==> src/rtl/sigma_delta_modulator_2nd.sv <==
// Second-order sigma-delta modulator: signed PCM in, registered 1-bit stream out, one bit every DIV clocks.
// A sample accepted into the one-deep holding register reaches bit_out within two ticks; sample_ready is low while that register is full.
module sigma_delta_modulator_2nd #(
  parameter int INPUT_WIDTH = 24,
  parameter int ACC_WIDTH   = 28,
  parameter int DIV         = 10
) (
  input  logic                          clock_200,
  input  logic                          reset,
  input  logic                          enable,
  input  logic signed [INPUT_WIDTH-1:0] sample_in,
  input  logic                          sample_valid,
  output logic                          sample_ready,
  output logic                          bit_out,
  output logic                          bit_valid,
  output logic                          overflow,
  input  logic                          clear_overflow
);

  localparam int SUM_W = ACC_WIDTH + 2;
  localparam int CNT_W = $clog2(DIV);
  localparam logic [CNT_W-1:0] DIV_LAST = CNT_W'(DIV - 1);

  localparam logic signed [SUM_W-1:0] ACC_MAX = {3'b000, {(ACC_WIDTH-1){1'b1}}};
  localparam logic signed [SUM_W-1:0] ACC_MIN = {3'b111, {(ACC_WIDTH-1){1'b0}}};
  localparam logic signed [SUM_W-1:0] FB_POS  = {{(SUM_W-INPUT_WIDTH+1){1'b0}}, {(INPUT_WIDTH-1){1'b1}}};
  localparam logic signed [SUM_W-1:0] FB_NEG  = {{(SUM_W-INPUT_WIDTH+1){1'b1}}, {(INPUT_WIDTH-1){1'b0}}};

  logic [CNT_W-1:0]              div_cnt_q, div_cnt_d;
  logic signed [ACC_WIDTH-1:0]   int1_q, int1_d;
  logic signed [ACC_WIDTH-1:0]   int2_q, int2_d;
  logic signed [INPUT_WIDTH-1:0] current_q, current_d;
  logic signed [INPUT_WIDTH-1:0] pending_q, pending_d;
  logic                          pending_full_q, pending_full_d;
  logic                          bit_out_q, bit_out_d;
  logic                          bit_valid_q, bit_valid_d;
  logic                          overflow_q, overflow_d;

  logic                          tick;
  logic                          accept;
  logic signed [SUM_W-1:0]       fb;
  logic signed [SUM_W-1:0]       sum1;
  logic signed [SUM_W-1:0]       sum2;
  logic signed [ACC_WIDTH-1:0]   int1_n;
  logic signed [ACC_WIDTH-1:0]   int2_n;
  logic                          clamp1;
  logic                          clamp2;

  assign sample_ready = !pending_full_q && !reset;

  always_comb begin
    tick   = enable && (div_cnt_q == DIV_LAST);
    accept = sample_valid && !pending_full_q && !reset;
    fb     = bit_out_q ? FB_POS : FB_NEG;

    // Sums carry two guard bits so the clamp sees the true value before truncation.
    sum1   = {{2{int1_q[ACC_WIDTH-1]}}, int1_q}
           + {{(SUM_W-INPUT_WIDTH){current_q[INPUT_WIDTH-1]}}, current_q}
           - fb;
    clamp1 = (sum1 > ACC_MAX) || (sum1 < ACC_MIN);
    if (sum1 > ACC_MAX)      int1_n = ACC_MAX[ACC_WIDTH-1:0];
    else if (sum1 < ACC_MIN) int1_n = ACC_MIN[ACC_WIDTH-1:0];
    else                     int1_n = sum1[ACC_WIDTH-1:0];

    sum2   = {{2{int2_q[ACC_WIDTH-1]}}, int2_q}
           + {{2{int1_n[ACC_WIDTH-1]}}, int1_n}
           - fb;
    clamp2 = (sum2 > ACC_MAX) || (sum2 < ACC_MIN);
    if (sum2 > ACC_MAX)      int2_n = ACC_MAX[ACC_WIDTH-1:0];
    else if (sum2 < ACC_MIN) int2_n = ACC_MIN[ACC_WIDTH-1:0];
    else                     int2_n = sum2[ACC_WIDTH-1:0];

    div_cnt_d      = div_cnt_q;
    int1_d         = int1_q;
    int2_d         = int2_q;
    current_d      = current_q;
    pending_d      = pending_q;
    pending_full_d = pending_full_q;
    bit_out_d      = bit_out_q;
    bit_valid_d    = tick;
    overflow_d     = overflow_q;

    if (enable) begin
      div_cnt_d = tick ? '0 : div_cnt_q + 1'b1;
    end

    if (tick) begin
      int1_d    = int1_n;
      int2_d    = int2_n;
      bit_out_d = !int2_n[ACC_WIDTH-1];
      if (pending_full_q) begin
        current_d      = pending_q;
        pending_full_d = 1'b0;
      end
    end

    // accept only happens with pending empty, so it never races the transfer above
    if (accept) begin
      pending_d      = sample_in;
      pending_full_d = 1'b1;
    end

    if (tick && (clamp1 || clamp2)) overflow_d = 1'b1;
    else if (clear_overflow)        overflow_d = 1'b0;
  end

  always_ff @(posedge clock_200) begin
    if (reset) begin
      div_cnt_q      <= '0;
      int1_q         <= '0;
      int2_q         <= '0;
      current_q      <= '0;
      pending_q      <= '0;
      pending_full_q <= 1'b0;
      bit_out_q      <= 1'b0;
      bit_valid_q    <= 1'b0;
      overflow_q     <= 1'b0;
    end else begin
      div_cnt_q      <= div_cnt_d;
      int1_q         <= int1_d;
      int2_q         <= int2_d;
      current_q      <= current_d;
      pending_q      <= pending_d;
      pending_full_q <= pending_full_d;
      bit_out_q      <= bit_out_d;
      bit_valid_q    <= bit_valid_d;
      overflow_q     <= overflow_d;
    end
  end

  assign bit_out   = bit_out_q;
  assign bit_valid = bit_valid_q;
  assign overflow  = overflow_q;

endmodule
==> config.mk <==
export PLATFORM = sky130hd
export DESIGN_NAME = sigma_delta_modulator_2nd
export DESIGN_NICKNAME = d
export VERILOG_FILES = /design/src/rtl/sigma_delta_modulator_2nd.sv
export SDC_FILE = /design/constraint.sdc
export NUM_CORES = 1
export LEC_CHECK = 0
export CAP_MARGIN = 5
export CORE_ASPECT_RATIO = 0.7
export CORE_MARGIN = 1.5
export CORE_UTILIZATION = 40
export CTS_CLUSTER_SIZE = 24
export DETAILED_ROUTE_END_ITERATION = 8
export GPL_TIMING_DRIVEN = 0
export HOLD_SLACK_MARGIN = 0.12
export PLACE_DENSITY = 0.65
export SLEW_MARGIN = 20
export SYNTH_ARGS = -nofsm -noshare
export SYNTH_HDL_FRONTEND = slang
export SYNTH_SLANG_ARGS = --single-unit
==> constraint.sdc <==
create_clock -name clock_200 -period 13 [get_ports clock_200]
set_input_delay 2.6 -clock clock_200 [delete_from_list [all_inputs] [get_ports clock_200]]
set_output_delay 2.6 -clock clock_200 [all_outputs]
set_load 0.01 [all_outputs]
==> Yosys cells after proc, flatten, opt, wreduce, memory -nomap -nowiden <==
Index checks and enable logic that the tools add are counted.
{ "totals": {"register_bits": 112, "in_bits": 29, "out_inout_bits": 4, "wordCells": 43} }
{ "op_classes": {"n_addsub": 5, "n_lt_le_gt_ge": 4, "n_eq_ne": 1, "mux": 10, "reduce_logical": 14} }
{ "op_table": {"columns": ["op", "n"], "rows": [
  ["$mux 28", 4],
  ["$gt 30x28->1 const B", 2],
  ["$lt 30x28->1 const B", 2],
  ["$sub 30x30->30", 2],
  ["$mux 30", 1],
  ["$add 28x24->29", 1],
  ["$add 28x28->29", 1],
  ["$logic_and 1x1->1", 5],
  ["$add 4x1->4 const B", 1],
  ["$eq 4x4->1 const B", 1],
  ["$mux 1", 4],
  ["$mux 4", 1],
  ["$reduce_bool 2->1", 2],
  ["$logic_not 1->1", 3],
  ["$logic_or 1x1->1", 3],
  ["$reduce_and 2->1", 1]
]} }

==> Logic depth before layout (Yosys ltp) <==
Gate-level depths: netlist (run 1).
{ "depth": {"ltp_word": 12, "depth_mapped": 47, "ltp_nobuf": 44} }

==> Least setup slack after synthesis (run 1) <==
Ideal clock, no wire load.
{ "synth_path": {"path_type": "reg2reg", "from": "reg int1_q[0]", "to": "reg int2_q[23]", "setup_time_ns": 0.132, "arrival_ns": 9.510, "required_ns": 12.868, "path_slack_ns": 3.358, "path_stages_with_launch": 46, "n_path_buf": 3, "synth_period_minus_slack_ns": 9.642, "path_cell_list": "dfxtp_1 ha_1 inv_1 fa_1 nor2b_1 o21a_1 o21ai_0 a21oi_1 o21ai_0 o31ai_1 nor2_1 o21ai_0 xor2_1 ha_1 a21oi_1 nor2b_1 or3_1 o21ai_0 (+10 left out) o21ai_0 a31o_2 a31oi_1 o22ai_1 o211a_1 nor2_1 o21ai_0 xor2_1 ha_1 nand2_1 or3_1 a31o_2 and4_1 a2111oi_1 a2111oi_4 buf_4 a311oi_1 nor3_1"} }
{ "synth_via": {"elab_chain_len": 10, "word_cells_on_any_way": 12, "cone_classes": "4 x add/sub; 4 x order compare; 4 x mux"} }
{ "synth_lines": {"columns": ["item", "line", "text"], "rows": [
  ["from (decl)", "30", "logic signed [ACC_WIDTH-1:0] int1_q, int1_d;"],
  ["from (signal assigned)", "120", "int1_q <= int1_d;"],
  ["$add 28x24->29 (*)", "58", "+ {{(SUM_W-INPUT_WIDTH){current_q[INPUT_WIDTH-1]}}, current_q}"],
  ["$sub 30x30->30 (*)", "59", "- fb;"],
  ["$lt 30x28->1", "62", "else if (sum1 < ACC_MIN) int1_n = ACC_MIN[ACC_WIDTH-1:0];"],
  ["$mux 28", "62", null],
  ["$mux 28 (*)", "61", "if (sum1 > ACC_MAX) int1_n = ACC_MAX[ACC_WIDTH-1:0];"],
  ["net int1_n[0]", "44", "logic signed [ACC_WIDTH-1:0] int1_n;"],
  ["$add 28x28->29 (*)", "66", "+ {{2{int1_n[ACC_WIDTH-1]}}, int1_n}"],
  ["$sub 30x30->30 (*)", "67", "- fb;"],
  ["$lt 30x28->1", "70", "else if (sum2 < ACC_MIN) int2_n = ACC_MIN[ACC_WIDTH-1:0];"],
  ["$mux 28", "70", null],
  ["$mux 28 (*)", "69", "if (sum2 > ACC_MAX) int2_n = ACC_MAX[ACC_WIDTH-1:0];"],
  ["to (signal assigned)", "121", "int2_q <= int2_d;"],
  ["to (decl)", "31", "logic signed [ACC_WIDTH-1:0] int2_q, int2_d;"]
]} }
The timed path passes the listed nets; every way through them passes the cells marked *.
A chain may end at the register's enable or synchronous reset.

==> Worst setup path in the final report (run 1) <==
{ "layout_path": {"from": "reg int1_q[0]", "to": "reg int2_q[3]"} }
The elaborated chain is that of the path after synthesis.

==> results of run 1 <==
-- registers in the layout (all words and copies together), names as in the netlist --
signal          flops
bit_out             1
bit_valid           1
current_q          24
div_cnt_q           4
int1_q             28
int2_q             28
overflow            1
pending_full_q      1
pending_q          24
-- cell families (layout without fill, tap and decap cells) --
group / count (synthesis) / count (layout) / share of synthesized area [%]
and+or+nand+nor: 447 / 447 / 20.4
adders and majority gates: 123 / 123 / 15.8
buffers and inverters: 83 / 130 / 3.24
muxes: 4 / 4 / 0.402
AOI/OAI and AO/OA: 447 / 447 / 29.8
DFF: 112 / 112 / 22.5
xor gates and xnor gates: 89 / 89 / 7.83
-- cells in the final DEF, fill, tap and decap left out, types with 8 or more instances in the layout --
cell type        Yosys  layout
nor2_1             146     144
nand2_1            139     139
a21oi_1            124     124
ha_1               119     119
dfxtp_1            112     112
a21o_1              85      85
o21ai_0             77      77
xnor2_1             62      62
clkbuf_1            40      41
nand2b_1            40      40
o21a_1              39      39
nor3_1              35      35
inv_1               34      33
a211oi_1            33      33
clkdlybuf4s50_1      0      30
xor2_1              27      27
nand3_1             24      24
o21bai_1            13      13
nor2b_1             12      12
and3_1              10      10
and2_1               9       9
nand4_1              9       9
clkbuf_16            0       9
a31oi_1              8       8
a31o_2               8       8
-- cell type report --
type / count / share of cell area (%)
clock inverters: 3 / 0.432
clock buffers: 13 / 2.45
multi-input cells: 1110 / 67.2
repair buffers: 31 / 2.98
inverters: 34 / 1.16
flip-flops and latches: 112 / 20.4
plain buffers: 49 / 1.77
well taps: 325 / 3.69
-- path summary, 6_finish.rpt --
path                              start                    endpoint  slack, ns  cells after the start
max              int1_q[0]$_SDFFE_PP0P_      int2_q[3]$_SDFFE_PP0P_       0.79                     45
min          pending_q[19]$_SDFFE_PP0P_  current_q[19]$_SDFFE_PP0P_       0.46                      2
max reg2reg      int1_q[0]$_SDFFE_PP0P_      int2_q[3]$_SDFFE_PP0P_       0.79                     45
min reg2reg  pending_q[19]$_SDFFE_PP0P_  current_q[19]$_SDFFE_PP0P_       0.46                      2
-- metrics by stage --
step	power [uW]	instances	instance area, um2
global placement	399	1660	10700
detailed placement	400	1661	10700
finish	697	1677	11000
global route	717	1677	11000
CTS	703	1677	11000
floorplan	382	1305	9960
-- power breakdown --
group | internal (uW) | total, uW | leakage [uW] | switching [uW]
clock network | 167 | 304 | 0.000156 | 137
logic | 17.5 | 38.9 | 0.00388 | 21.4
registers | 350 | 353 | 0.000907 | 3.86
-- critical path: cells and delay by family, from the launching register on --
family | cells | cell delay (ns)
DFF | 1 | 0.36
and+or+nand+nor | 7 | 1.44
AOI/OAI and AO/OA | 26 | 7.05
xor gates and xnor gates | 2 | 0.39
adders and majority gates | 6 | 1.88
buffers and inverters | 4 | 0.94
-- routing by layer --
layer,track usage (%),share of wire (%),vias up
met5,0,0,-
met4,2.82,0.77,0
met3,3.61,5.7,19
met2,29.2,39,188
met1,33.1,54,4437
li1,-,-,4816
-- timing repair --
| item | in CTS | in global routing |
|---|---|---|
| gates resized for setup | 0 | 1 |
| hold endpoints to repair | 0 | 0 |
| setup endpoints to repair | 0 | 21 |
==> results.tsv, run 1 <==
stage	metric	value	unit
drt	drt wl/cell	15.9	um
timing	Slew Viols, Final	0	
floorplanning	core area	24600	um2
floorplanning	Initial Util	40.5	%
timing	fin crit period	12.21	ns
synthesis	dominant cells by area after synthesis	dfxtp_1 23%, ha_1 15%, a21o_1 6.4%	
power_and_ir_drop	Pwr per Cell Area	63.3	nW/um2
synthesis	Netlist cell types	64	
placed_design	Post-DP HPWL	21200	um
clock_network	CTS Hold Bufs	0	
synthesis	#FFs+latches synth	112	
layout	layout cells sized above 1	3.11	%
synthesis	Post-synth top flop	dfxtp_1	
drt	vias per inst	5.64	
clock_network	CTS buffer count	9	
synthesis	Post-Synthesis Net Count	1457	
drt	drt total wl	26600	um
timing	setup TNS	0	ns
clock_network	Root Buffer	clkbuf_16	
synthesis	post-synth top area cell	dfxtp_1	
critical_path	CP max-delay cell	a2111oi_4	
critical_path	startpoint types	register	
global_routing	pin count of the biggest net entering global routing	25	
synthesis	Post-synth ARST share	0	%
synthesis	synth warn	0	
timing	final setup margin	0.788	ns
synthesis	Commonest cells post-synth	146 x nor2_1, 139 x nand2_1, 124 x a21oi_1	
global_routing	first-pass GRT wire length	43100	um
drt	routed via count	9460	
layout	nets	1499	
floorplanning	Rows	48	
critical_path	critical setup path kind	reg2reg	
placed_design	Port-buffer cells	30	
placed_design	RD Place Congestion	0.881	
drt	# DRC	0	
global_routing	initial antenna violation count	0	
timing	Max-slew headroom	28.2	%
run_status	status	completed	
drt	post-route ant nets	0	
clock_network	postcts setup bufs	0	
floorplanning	io pins	33	
critical_path	Worst Path Arrival	12.49	ns
synthesis	Synth top area share	22.5	%
clock_network	Clock Pin Slew Worst Setup and Hold Paths	0.08	ns
clock_network	htree depth	3	
floorplanning	Die X	192	um
clock_network	later-pin clock latency in the skew report	0.36	ns
layout	Antenna diodes	0	
synthesis	cell with the most instances after synthesis	nor2_1	
placed_design	DP Worst Slack	0.901	ns
clock_network	clk buf depth	2	
critical_path	crit end category	register	
synthesis	sequential area share after synthesis	22.5	%
layout	Util after Layout	44.8	%
global_routing	vias in the first global route	8529	
power_and_ir_drop	Worst VDD drop	0.0000677	V
layout	number of fill cells in the layout	2488	
layout	Reg area	2240	um2
run	max_cap viols	0	
timing	RSZ-0062 raised after global routing	false	
timing	Final Skew	0.0127	ns
drt	drt pass-1 iters	5	
critical_path	most used cell along the critical path	o21ai_0	
timing	final setup fails	0	
floorplanning	Die Y	135	um
global_routing	total gr overflow	0	
timing	final hold violation count	0	
synthesis	EDFF count, synth	0	
timing	Final period util	93.9	%
timing	Max Clk Rate	0.0819	GHz
timing	Slew @ Worst Pin	1.07	ns
synthesis	Mapped Area	9960	um2
power_and_ir_drop	Leakage	0.00495	uW
critical_path	Worst Path Required	13.28	ns
clock_network	TritonCTS clock tree	built	
critical_path	Max FO, Critical Path	10	
floorplanning	die area	25900	um2
layout	area of the multi-input gates	7400	um2
synthesis	Post-Syn Area per Cell	7.63	um2
clock_network	CTS sink count	112	
synthesis	Mapped Cells	1305	
critical_path	critical path's largest stage delay	0.69	ns
layout	area added between synthesis and finish	10.6	%
global_routing	Total Routing Usage GR	20.8	%
worst_hold_path	worst min path class	reg2reg	
timing	Final Hold Slack	0.455	ns
drt	DRT iter0 DRCs	704	
Power figures use the tool's default switching activity.
==> inputs of run 2 (changes only) <==
--- a/config.mk
+++ b/config.mk
@@ -9,6 +9,7 @@
 export CORE_ASPECT_RATIO = 0.7
 export CORE_MARGIN = 1.5
 export CORE_UTILIZATION = 40
+export CTS_BUF_LIST = sky130_fd_sc_hd__clkbuf_8
 export CTS_CLUSTER_SIZE = 24
 export DETAILED_ROUTE_END_ITERATION = 8
 export GPL_TIMING_DRIVEN = 0
==> run 2 against run 1 <==
  * Register-to-register slack about the same
  * Clock skew increased by 0.0022 ns
  * Non-clock buffer count unchanged
  * Critical path depth unchanged
  * Clock-buffer cell count decreased by 1
  * Worst hold slack improved by 0.0044 ns
  * Die area unchanged
  * Via count decreased by 0.49%
  * Combinational power about the same
  * Largest cell class unchanged
==> results.tsv, run 2 (same netlist as run 1, synthesis figures left out) <==
stage	metric	value	unit
clock_network	CTS sink count	112	
drt	drt total wl	26500	um
power_and_ir_drop	Pwr per Cell Area	57.7	nW/um2
timing	Max Clk Rate	0.0820	GHz
layout	layout cells sized above 1	3.11	%
critical_path	Worst Path Arrival	12.53	ns
drt	vias per inst	5.61	
critical_path	reg2reg setup slack	0.80	ns
global_routing	Total Routing Usage GR	20.9	%
timing	setup TNS	0	ns
timing	final setup fails	0	
global_routing	first-pass GRT wire length	43100	um
clock_network	postcts setup bufs	0	
critical_path	crit end category	register	
floorplanning	die area	25900	um2
drt	wl on met1	14300	um
timing	final setup margin	0.800	ns
drt	post-route ant nets	0	
timing	Final period util	93.8	%
drt	DRT iter0 DRCs	673	
critical_path	crit path from	int1_q[0]$_SDFFE_PP0P_	
layout	most common cell after layout, fill and taps aside	nor2_1	
clock_network	clk buf depth	2	
critical_path	reg-to-reg endpoint	int2_q[3]$_SDFFE_PP0P_	
clock_network	Root Buffer	clkbuf_8	
floorplanning	core area	24600	um2
critical_path	Worst Path Required	13.33	ns
placed_design	Port-buffer cells	30	
timing	Final Skew	0.0149	ns
timing	Slew @ Worst Pin	1.07	ns
critical_path	critical path's largest stage delay	0.69	ns
placed_design	Post-DP HPWL	21200	um
power_and_ir_drop	Leakage	0.00491	uW
critical_path	startpoint types	register	
floorplanning	Initial Util	40.5	%
critical_path	FF-to-FF path depth	45	
critical_path	CP max-delay cell	a2111oi_4	
layout	final instance area	10900	um2
run_status	status	completed	
global_routing	pin count of the biggest net entering global routing	25	
drt	drt pass-1 iters	5	
floorplanning	Die Y	135	um
layout	Antenna diodes	0	
worst_hold_path	Hold Path Stages	2	
drt	drt wl/cell	15.8	um
floorplanning	io pins	33	
drt	routed via count	9414	
clock_network	later-pin clock latency in the skew report	0.40	ns
power_and_ir_drop	Worst VDD drop	0.0000550	V
clock_network	Clock Pin Slew Worst Setup and Hold Paths	0.11	ns
placed_design	DP Worst Slack	0.901	ns
run	max_cap viols	0	
worst_hold_path	worst min path class	reg2reg	
clock_network	TritonCTS clock tree	built	
global_routing	initial antenna violation count	0	
worst_hold_path	min-delay src	pending_q[11]$_SDFFE_PP0P_	
drt	WL met3	1640	um
layout	most frequent cells in the layout	144 x nor2_1, 139 x nand2_1, 124 x a21oi_1, 119 x ha_1, 112 x dfxtp_1	
timing	RSZ-0062 raised after global routing	false	
critical_path	Crit Reg-Reg Startpoint	int1_q[0]$_SDFFE_PP0P_	
layout	area added between synthesis and finish	9.60	%
global_routing	vias in the first global route	8509	
clock_network	CTS buffer count	9	
critical_path	critical setup path kind	reg2reg	
layout	nets	1499	
critical_path	Max FO, Critical Path	10	
placed_design	placed cell areas	10700	um2
drt	highest routed layer	met4	
layout	Top Registers	int1_q x28, int2_q x28	
worst_hold_path	hold endpoint	current_q[11]$_SDFFE_PP0P_	
timing	Slew Viols, Final	0	
floorplanning	Rows	48	
floorplanning	Die X	192	um
clock_network	htree depth	3	
timing	final hold violation count	0	
global_routing	total gr overflow	0	
timing	Max-slew headroom	28.4	%
drt	# DRC	0	
placed_design	RD Place Congestion	0.881	
timing	fin crit period	12.20	ns
critical_path	most used cell along the critical path	o21ai_0	
drt	met2 WL	10300	um
==> run 2: through the flow <==
| stage | hold WS [ns] | utilization, % | power (uW) | instances |
|---|---|---|---|---|
| floorplan | 0.432 | - | 382 | 1305 |
| global placement | 0.443 | 43.4 | 399 | 1660 |
| detailed placement | 0.448 | 43.5 | 400 | 1661 |
| CTS | 0.463 | 44.4 | 634 | 1677 |
| global route | 0.478 | 44.4 | 649 | 1677 |
| finish | 0.460 | 44.4 | 629 | 1677 |
==> run 2: worst max-delay path: cells and delay by family (launching register included) <==
family / cells / cell delay [ns]
AND/OR/NAND/NOR: 7 / 1.44
buffers and inverters: 4 / 0.93
AO/OA/AOI/OAI: 26 / 7.08
flip-flops: 1 / 0.37
adder cells (fa/ha/maj): 6 / 1.88
XOR/XNOR: 2 / 0.38
==> run 2: worst max path at each step <==
| stage | to | slack [ns] | depth (start not counted) |
|---|---|---|---|
| 3_5_place_dp | int2_q[16]$_SDFFE_PP0P_ | 0.90 | 45 |
| 3_3_place_gp | int2_q[16]$_SDFFE_PP0P_ | 1.05 | 45 |
| 4_1_cts | int2_q[16]$_SDFFE_PP0P_ | 0.84 | 45 |
| 5_1_grt | int2_q[14]$_SDFFE_PP0P_ | 0.003 | 45 |
| 6_report | int2_q[3]$_SDFFE_PP0P_ | 0.80 | 45 |
| 2_1_floorplan | int2_q[23]$_SDFFE_PP0P_ | 3.36 | 45 |
==> run 2: where the power goes <==
group | switching (uW) | total, uW | internal (uW)
Sequential | 3.91 | 354 | 350
Combinational | 21.4 | 38.9 | 17.5
Clock | 131 | 237 | 106
Total | 156 | 629 | 473
==> run 2: layer usage <==
| layer | track usage [%] | vias to the layer above |
|---|---|---|
| met1 | 33.1 | 4391 |
| met3 | 3.53 | 21 |
| met4 | 3.60 | 0 |
| met2 | 29.0 | 193 |
| li1 | - | 4809 |
| met5 | 0 | - |
==> run 2: cell type report <==
type	count	area, um2
sequential	112	2240
inverter	34	128
buffer	49	195
fill	2500	13700
clock inverter	4	51.3
tap	325	407
multi-input combinational	1110	7400
timing repair buffer	31	328
clock buffer	12	165
==> run 2: what timing repair did <==
item                       4_1_cts  5_1_grt
setup endpoints to repair        0       21
gates resized for setup          0        1
hold buffers                     0        0
hold endpoints to repair         0        0
==> edit: new RTL, flow settings as in run 1 <==
Set the parameter `ACC_WIDTH` to 36 (it was 28).
--- a/src/rtl/sigma_delta_modulator_2nd.sv
+++ b/src/rtl/sigma_delta_modulator_2nd.sv
@@ -2,7 +2,7 @@
 // A sample accepted into the one-deep holding register reaches bit_out within two ticks; sample_ready is low while that register is full.
 module sigma_delta_modulator_2nd #(
   parameter int INPUT_WIDTH = 24,
-  parameter int ACC_WIDTH   = 28,
+  parameter int ACC_WIDTH   = 36,
   parameter int DIV         = 10
 ) (
   input  logic                          clock_200,
Formal check against the unedited RTL: same outputs for any inputs over 10 cycles, from zero or initial values and one cycle with reset high; that may be too few to reach the edited logic, so the function may still have changed.
==> edit against run 1 <==
Sequential share of layout area shrank 2.3 points. Power rose by 35%. Cell area is 29% higher. Highest routed layer unchanged. Routed wire length is 38% higher. Non-clock buffer count up 23. Clock skew shrank 0.0041 ns. Worst setup slack worse by 0.061 ns. Synthesized area up 27%. Die area increased by 27%. Sequential cell count grew 16.
==> edit: results (changes against run 1) <==
detailed_routing:
  routedWlPerCell_um: 17.1  # +7.8%
  drtIter0Drc: 1083  # +54%
  viasPerCell: 5.76  # +2.1%
clock_network:
  cts.reportedPaths.clkPinSlew_ns: 0.06  # -0.02 ns
  numCtsBuffers: 17  # +8
  clock_latency_ns: 0.44  # +0.08 ns
  cts_max_level: 4  # +1
synth:
  synth.top_cells.by_area: "dfxtp_1, ha_1, a21oi_1, nand2_1, xnor2_1"
  syn_inst: 1668  # +28%
  seq_area_frac_synth: 0.202  # -0.0228
  synthTopCellsByCount: "nand2_1, nor2_1, a21oi_1"
  synth-compound-area-share: 0.299  # +0.000669
  synth-xor-area-share: 0.0890  # +0.0107
  synth_adder_area_share: 0.155  # -0.00304
  synth_nets: 1851  # +27%
placed_design:
  numPortBuffers: 31  # +3.3%
  placed_cell_area_sq_um: 13600  # +27%
  placed_cells: 2121  # +28%
  detailed_place_hpwl_mm: 29.6  # +40%
  gp_congestion: 0.917  # +4.1%
  preCtsSetupSlack_ns: 1.10  # +0.203 ns
critical_path:
  rr_worst_depth: 46  # +2.2%
  critPathArrivalTime_ns: 12.63  # +0.14 ns
  cpMaxStageDelayCell: "a221oi_1"
  regToRegEndpoint: "int2_q[6]$_SDFFE_PP0P_"
  worstPathMaxFanout: 10  # unchanged
  rrSetupSlack_ns: 0.73  # -0.06 ns
  max_stage_delay_ns: 0.56  # -0.13 ns
  worstReg2RegStart: "current_q[17]$_SDFFE_PP0P_"
outcome:
  status: "finished, final reports clean"
global_route:
  grt_pass1_wl_mm: 58.7  # +36%
  use_met2: 0.313  # +0.0209
  grt_pass1_vias: 11449  # +34%
  gr-usage-met3: 0.0605  # +0.0243
cells_and_area:
  drive_gt1_frac: 0.0727  # +0.0416
  top_regs: "int1_q: 36 flops, int2_q: 36 flops"
power_and_ir_drop:
  p_leak_nw: 6.26  # +27%
  peakVddDrop_mv: 0.0764  # +13%
  intPower_w: 0.000721  # +35%
hold_path:
  whs_endpoint: "current_q[8]$_SDFFE_PP0P_"
  hold_start: "pending_q[8]$_SDFFE_PP0P_"
sta:
  relSlewSlack: 0.342  # +0.0600
  final.setup_skew_ns: 0.00865  # -0.00408 ns
  fin_crit_sh: 0.944  # +0.00465
==> edit: power groups by stage <==
stage / sequential [W] / clock (W) / combinational [W]
after floorplan: 0.000411 / 0 / 0.0000237
after global placement: 0.000412 / 0 / 0.0000410
after detailed placement: 0.000412 / 0 / 0.0000416
after CTS: 0.000403 / 0.000498 / 0.0000419
after global routing: 0.000404 / 0.000518 / 0.0000468
final: 0.000403 / 0.000494 / 0.0000422
==> edit: per-stage QoR <==
step           hold slack (ns)  total power [W]
2_1_floorplan            0.432         0.000434
3_3_place_gp             0.443         0.000453
3_5_place_dp             0.447         0.000454
4_1_cts                  0.457         0.000944
5_1_grt                  0.472         0.000969
6_report                 0.456         0.000940
==> edit: worst max-delay path, delay by kind of cell, from the launching register on <==
| kind | cells | cell delay, ns |
|---|---|---|
| AOI/OAI and AO/OA | 22 | 6.13 |
| xor gates and xnor gates | 2 | 0.24 |
| adders and majority gates | 4 | 1.34 |
| buffers and inverters | 5 | 1.54 |
| DFF | 1 | 0.33 |
| and+or+nand+nor | 13 | 2.56 |
==> edit: final cells by class <==
type / count / area, sq um
fillers: 3156 / 17000
flip-flops and latches: 128 / 2560
inverters: 43 / 161
well taps: 420 / 526
repair buffers: 33 / 365
clock inverters: 11 / 128
multi-input cells: 1427 / 9600
clock buffers: 21 / 480
plain buffers: 70 / 344
==> edit: cell families (layout without fill, tap and decap cells) <==
group	count (synthesis)	in the layout
AOI/OAI and AO/OA	556	556
xor gates and xnor gates	127	127
adders and majority gates	154	154
buffers and inverters	113	178
DFF	128	128
muxes	4	4
and+or+nand+nor	586	586
==> edit: routing by layer <==
layer,vias to the layer above,routed length [um]
met2,303,14800
met1,5876,19000
met4,0,391
met5,-,0
li1,6192,-
met3,30,2560
